==> src/rtl/tick_div_pkg.sv <==
// Shared defaults, per-channel state record and helpers for the tick divider bank.
// The optional toggle output is enabled with the TICK_DIV_TOGGLE_EN macro.
package tick_div_pkg;

    localparam int NUM_CH_DEF    = 4;
    localparam int CNT_W_DEF     = 16;
    localparam int DIV_RESET_DEF = 15;

    // State fields are sized for the widest supported counter; narrower builds leave upper bits at zero
    localparam int MAX_CNT_W = 32;

    typedef struct packed {
        logic [MAX_CNT_W-1:0] cnt;
        logic [MAX_CNT_W-1:0] term;
        logic [MAX_CNT_W-1:0] shad;
    } ch_state_t;

    function automatic int sel_width(input int n);
        return (n > 1) ? $clog2(n) : 1;
    endfunction

endpackage

==> src/rtl/tick_div_if.sv <==
// Divide-value load bus: a one-cycle strobe carrying a channel select and a new terminal count.
interface tick_div_if
    import tick_div_pkg::*;
#(
    parameter int SEL_W = sel_width(NUM_CH_DEF),
    parameter int CNT_W = CNT_W_DEF
);
    logic             div_load;
    logic [SEL_W-1:0] div_sel;
    logic [CNT_W-1:0] div_val;

    modport master (output div_load, output div_sel, output div_val);
    modport slave  (input  div_load, input  div_sel, input  div_val);
endinterface

==> src/rtl/tick_div_channel.sv <==
// One divider channel: counter, active terminal and shadow terminal, registered tick.
// TICK_DIV_TOGGLE_EN adds a square-wave output that flips on every tick.
module tick_div_channel
    import tick_div_pkg::*;
#(
    parameter int CNT_W     = CNT_W_DEF,
    parameter int DIV_RESET = DIV_RESET_DEF
) (
    input  logic             clk_in,
    input  logic             rst_n,
    input  logic             en,
    input  logic             load,
    input  logic [CNT_W-1:0] val,
    input  logic             restart,
`ifdef TICK_DIV_TOGGLE_EN
    output logic             tog_out,
`endif
    output logic             tick_out
);

    ch_state_t            state_q, state_d;
    logic                 tick_q, tick_d;
    logic                 wrap;
    logic [MAX_CNT_W-1:0] wide_val;

    // ">=" keeps the counter from running past a terminal that was lowered while the channel was idle
    assign wrap     = en && (state_q.cnt >= state_q.term);
    assign wide_val = MAX_CNT_W'(val);

    always_comb begin
        state_d = state_q;
        tick_d  = 1'b0;
        if (load) begin
            state_d.shad = wide_val;
        end
        if (restart) begin
            state_d.cnt  = '0;
            state_d.term = load ? wide_val : state_q.shad;
        end else begin
            tick_d = wrap;
            if (en) begin
                state_d.cnt = wrap ? '0 : state_q.cnt + MAX_CNT_W'(1);
            end
            // New terminals only land on a period boundary or while the channel is stopped
            if (load && (wrap || !en)) begin
                state_d.term = wide_val;
            end else if (wrap) begin
                state_d.term = state_q.shad;
            end
        end
    end

    always_ff @(posedge clk_in or negedge rst_n) begin
        if (!rst_n) begin
            state_q.cnt  <= '0;
            state_q.term <= MAX_CNT_W'(DIV_RESET);
            state_q.shad <= MAX_CNT_W'(DIV_RESET);
            tick_q       <= 1'b0;
        end else begin
            state_q <= state_d;
            tick_q  <= tick_d;
        end
    end

    assign tick_out = tick_q;

`ifdef TICK_DIV_TOGGLE_EN
    logic tog_q, tog_d;

    always_comb begin
        tog_d = restart ? 1'b0 : (tog_q ^ wrap);
    end

    always_ff @(posedge clk_in or negedge rst_n) begin
        if (!rst_n) begin
            tog_q <= 1'b0;
        end else begin
            tog_q <= tog_d;
        end
    end

    assign tog_out = tog_q;
`endif

endmodule

==> src/rtl/tick_divider_bank.sv <==
// Bank of NUM_CH independent programmable tick dividers sharing one load bus and restart.
// Defining TICK_DIV_TOGGLE_EN adds the tog_out square-wave port.
module tick_divider_bank
    import tick_div_pkg::*;
#(
    parameter int NUM_CH    = NUM_CH_DEF,
    parameter int CNT_W     = CNT_W_DEF,
    parameter int DIV_RESET = DIV_RESET_DEF
) (
    input  logic              clk_in,
    input  logic              rst_n,
    input  logic [NUM_CH-1:0] en,
    tick_div_if.slave         cfg,
    input  logic              restart,
`ifdef TICK_DIV_TOGGLE_EN
    output logic [NUM_CH-1:0] tog_out,
`endif
    output logic [NUM_CH-1:0] tick_out
);

    logic [NUM_CH-1:0] load_vec;

    // Selects that do not name an existing channel decode to no load at all
    always_comb begin
        load_vec = '0;
        for (int c = 0; c < NUM_CH; c++) begin
            if (cfg.div_load && (int'(cfg.div_sel) == c)) begin
                load_vec[c] = 1'b1;
            end
        end
    end

    for (genvar c = 0; c < NUM_CH; c++) begin : g_ch
        tick_div_channel #(
            .CNT_W     (CNT_W),
            .DIV_RESET (DIV_RESET)
        ) u_ch (
            .clk_in   (clk_in),
            .rst_n    (rst_n),
            .en       (en[c]),
            .load     (load_vec[c]),
            .val      (cfg.div_val),
            .restart  (restart),
`ifdef TICK_DIV_TOGGLE_EN
            .tog_out  (tog_out[c]),
`endif
            .tick_out (tick_out[c])
        );
    end

endmodule
==> src/flat_wrapper.sv <==
// flat-port wrapper written by rule: the top's interface ports become plain ports
module tick_divider_bank_flat import tick_div_pkg::*;
#(
    parameter int NUM_CH    = NUM_CH_DEF,
    parameter int CNT_W     = CNT_W_DEF,
    parameter int DIV_RESET = DIV_RESET_DEF
)
  (clk_in, rst_n, en, restart, tick_out, cfg_div_load, cfg_div_sel, cfg_div_val);
  tick_div_if #(.CNT_W(CNT_W)) cfg_i ();
  input  logic clk_in;
  input  logic rst_n;
  input  logic [NUM_CH-1:0] en;
  input  logic restart;
  output logic [NUM_CH-1:0] tick_out;
  input wire logic [$bits(cfg_i.div_load)-1:0] cfg_div_load;
  input wire logic [$bits(cfg_i.div_sel)-1:0] cfg_div_sel;
  input wire logic [$bits(cfg_i.div_val)-1:0] cfg_div_val;
  assign cfg_i.div_load = cfg_div_load;
  assign cfg_i.div_sel = cfg_div_sel;
  assign cfg_i.div_val = cfg_div_val;
  tick_divider_bank #(.NUM_CH(NUM_CH), .CNT_W(CNT_W), .DIV_RESET(DIV_RESET)) u_core (.clk_in(clk_in), .rst_n(rst_n), .en(en), .cfg(cfg_i), .restart(restart), .tick_out(tick_out));
endmodule
==> config.mk <==
export PLATFORM = sky130hd
export DESIGN_NAME = tick_divider_bank_flat
export DESIGN_NICKNAME = d
export VERILOG_FILES = /design/src/rtl/tick_div_pkg.sv /design/src/rtl/tick_div_if.sv /design/src/rtl/tick_div_channel.sv /design/src/rtl/tick_divider_bank.sv /design/src/flat_wrapper.sv
export SDC_FILE = /design/constraint.sdc
export NUM_CORES = 1
export LEC_CHECK = 0
export BUFFER_PORTS_ARGS = -buffer_cell sky130_fd_sc_hd__buf_2
export CORE_ASPECT_RATIO = 2
export CORE_MARGIN = 3
export CORE_UTILIZATION = 30
export CTS_CLUSTER_DIAMETER = 120
export DETAILED_ROUTE_END_ITERATION = 12
export GPL_TIMING_DRIVEN = 1
export HOLD_SLACK_MARGIN = 0.02
export PLACE_DENSITY = 0.41
export SYNTH_ARGS = -nofsm -noshare
export SYNTH_HDL_FRONTEND = slang
export SYNTH_HIERARCHICAL = 1
export SYNTH_SLANG_ARGS = --single-unit
==> constraint.sdc <==
create_clock -name clk_in -period 5.1 [get_ports clk_in]
set_input_delay 0.255 -clock clk_in [delete_from_list [all_inputs] [get_ports clk_in]]
set_output_delay 0.255 -clock clk_in [all_outputs]
set_load 0.02 [all_outputs]
==> flow_summary.toml <==
[logic_synthesis]
ys_types = 58
yosysTopAreaCell = "dfrtp_1"
synth_area_per_cell_sq_um = 10.7
ys_ff_latch = 388
synth_edf_count = 0
synthCells = 1924
yosysTopAreaCellShare_pct = 43.5
syn-num-nets = 2082
ys_top_cells_by_area = "dfrtp_1 43%, ha_1 8.1%, mux2_2 5.1%"
synthArstFlopShare_pct = 100
synth_warnings = 6
synth_flop_cell = "dfrtp_1"
yosysSeqAreaShare_pct = 47.6
synth_area_sq_um = 20500

[run]
cap_violations = 0

[clock_network]
insertion_delay_ps = 580
cts_tree = "built"
path_clk_slew_ps = 70
hold_buffers = 7
clockRootBuffer = "clkbuf_16"
cts_sinks = 388
htreeDepth = 2
post-cts-setup-buffers = 0
cts_buffers = 42
clockBufferDepth = 3
ctsResizeCount = 0

[final_layout]
final_cell_mix = "356 x dfrtp_1, 140 x inv_1, 132 x ha_1, 128 x nand2_1, 96 x a22o_1"
diodes = 0
ff_latch_area_sq_um = 9750
syn_to_final_growth_pct = 13.0
multi_input_area_sq_um = 9830
final_common_cell = "dfrtp_1"
fill_cells = 6708
drive_gt1_share_pct = 16.0
nets = 2101

[timing]
hold_viol = 0
setup_violations = 0
slew_headroom_pct = 12.8
fin_setup_tns_ps = 0
worst_clock_skew_ps = 21.2
min_period_over_period_pct = 67.9
max_clock_freq_mhz = 289
timing.hold.ws_ps = 70.9
rsz0062_at_grt = "no"
fin_crit_ps = 3460
worst_pin_slew_ps = 1300
slew_viol_final = 0

[route]
routed_wl_um = 59100
ant_nets = 0
post_drt_via_cell_ratio = 5.32
drt_iter0_markers = 729
drcViolationCount = 0
via_count = 15200
wl_per_cell_um = 20.7
dr.pass1.iters = 6

[setup_path]
rrSetupSlack_ps = 1640
worstReg2RegStart = "u_core/g_ch[0].u_ch/state_q[35]"
critical_path_buf_inv_count = 1
cp_slowest_stage_delay_ps = 1090
r2r_cells = 8
path_cells = "inv_1 > ha_1 > a211oi_1 > o21ai_0 > a221o_1 > o21a_1 > o21ai_1 > a22o_1"
cp_data_required_time_ps = 5610
r2r_end = "u_core/g_ch[0].u_ch/state_q[50]"
worstPathMaxFanout = 16
cp_num_cells = 8
path_delay_family = "compound AO/OA/AOI/OAI gates"
start_kind = "flop"
arrival_ps = 3970
cp-end-kind = "flop"
worstSetupPathType = "reg2reg"
crit_slowest_cell = "o21ai_1"

[floorplan]
core-area_sq_um = 67200
ioPinCount = 30
initial_core_util_pct = 30.5
rows = 134
die_area_sq_um = 71700
die_x_um = 191
die_y_um = 376

[placed_design]
dp_hpwl_um = 41400
gp_routability_congestion = 0.819
portBuffers = 29

[global_route]
track_usage_pct = 16.6
grt_pass1_wl_um = 93700
met2_usage_pct = 32.2
grt_pass1_vias = 16100
antenna_found_initial = 0
met3_usage_pct = 2.30
use_met1_pct = 17.6
grt_max_degree = 163
gr-total-overflow = 0
grt_busiest_layer = "met2"

[min_path]
hp-start = "cfg_div_val[9]"
hold_path_class = "in2reg"
hold-path-endpoint = "u_core/g_ch[2].u_ch/state_q[9]"
min_path_cells = 2

[power_and_ir_drop]
ir_worst_vdd_mv = 0.253
p_leak_nw = 10.3
p_per_area_nw_per_um2 = 327

[outcome]
status = "completed"
how the worst max path moves through the flow:
stage | end | slack (ps) | startpoint
final | u_core/g_ch[0].u_ch/state_q[50] | 1640 | u_core/g_ch[0].u_ch/state_q[35]
after global routing | u_core/g_ch[3].u_ch/state_q[56] | 1320 | u_core/g_ch[3].u_ch/state_q[87]
after CTS | u_core/g_ch[0].u_ch/state_q[50] | 1590 | u_core/g_ch[0].u_ch/state_q[35]
after detailed placement | u_core/g_ch[0].u_ch/state_q[59] | 1610 | u_core/g_ch[0].u_ch/state_q[35]
after global placement | u_core/g_ch[0].u_ch/state_q[55] | 1590 | u_core/g_ch[0].u_ch/state_q[35]
after floorplan | u_core/g_ch[0].u_ch/state_q[38] | 2550 | u_core/g_ch[0].u_ch/state_q[93]
synthesized netlist by cell type (all sizes together) (16+ instances only):
library cell and count:
nor2b 76, mux2 132, a31o 16, a21oi 56, nand2b 20, o211ai 20
and4 20, a31oi 44, nor3 36, o21ai 36, a22o 96, inv 140
and3 21, dfstp 32, nor3b 17, o311ai 16, ha 132, nor4 20
a21o 16, dfrtp 356, mux2i 20, or2 16, nand4 96, nand2 128
nor2 56, nand3 88, o31ai 28, buf 24, clkbuf 64
final cells by class:
class	instances	area share (%)
Multi-Input combinational cell	1308	42.4
Sequential cell	388	42.1
Clock buffer	62	5.52
Tap cell	884	4.78
Inverter	140	2.27
Timing Repair Buffer	63	1.97
Clock inverter	15	0.924
registers in the layout (all words and copies together) (netlist names):
| name | flops |
|---|---|
| u_core/g_ch.u_ch/tick_out | 4 |
| u_core/g_ch.u_ch/state_q | 384 |
per-stage QoR:
stage | cell area (sq um) | util, % | total power (W) | worst slack (ps) | std cells
final | 23200 | 34.4 | 0.00756 | 1640 | 2860
after global routing | 23200 | 34.4 | 0.00795 | 1320 | 2860
after CTS | 23100 | 34.4 | 0.00775 | 1590 | 2859
after detailed placement | 21600 | 32.1 | 0.00430 | 1610 | 2775
after global placement | 21600 | 32.1 | 0.00427 | 1590 | 2775
after floorplan | 20500 | - | 0.00399 | 2550 | 1924
power breakdown:
part	switching, W	internal (W)	leakage [nW]	total (W)
Clock	0.00136	0.00199	0.726	0.00335
Combinational	0.000450	0.000322	4.44	0.000771
Sequential	0.0000976	0.00335	5.10	0.00345
layer usage:
layer | vias up | part of all wire [%]
met5 | - | 0
met4 | 0 | 4.3
met3 | 116 | 2.7
met2 | 254 | 55
met1 | 7663 | 38
li1 | 7168 | -
cells by family (layout without fill, tap and decap cells):
logic type / Yosys count / after routing / synth area share, %
flip-flops: 388 / 388 / 47.6
adder cells (fa/ha/maj): 132 / 132 / 8.06
AO/OA/AOI/OAI: 400 / 400 / 14.8
AND/OR/NAND/NOR: 624 / 624 / 16.9
buffers and inverters: 228 / 280 / 4.49
multiplexers: 152 / 152 / 8.23
Note: power is estimated with default switching activity, not from simulation.
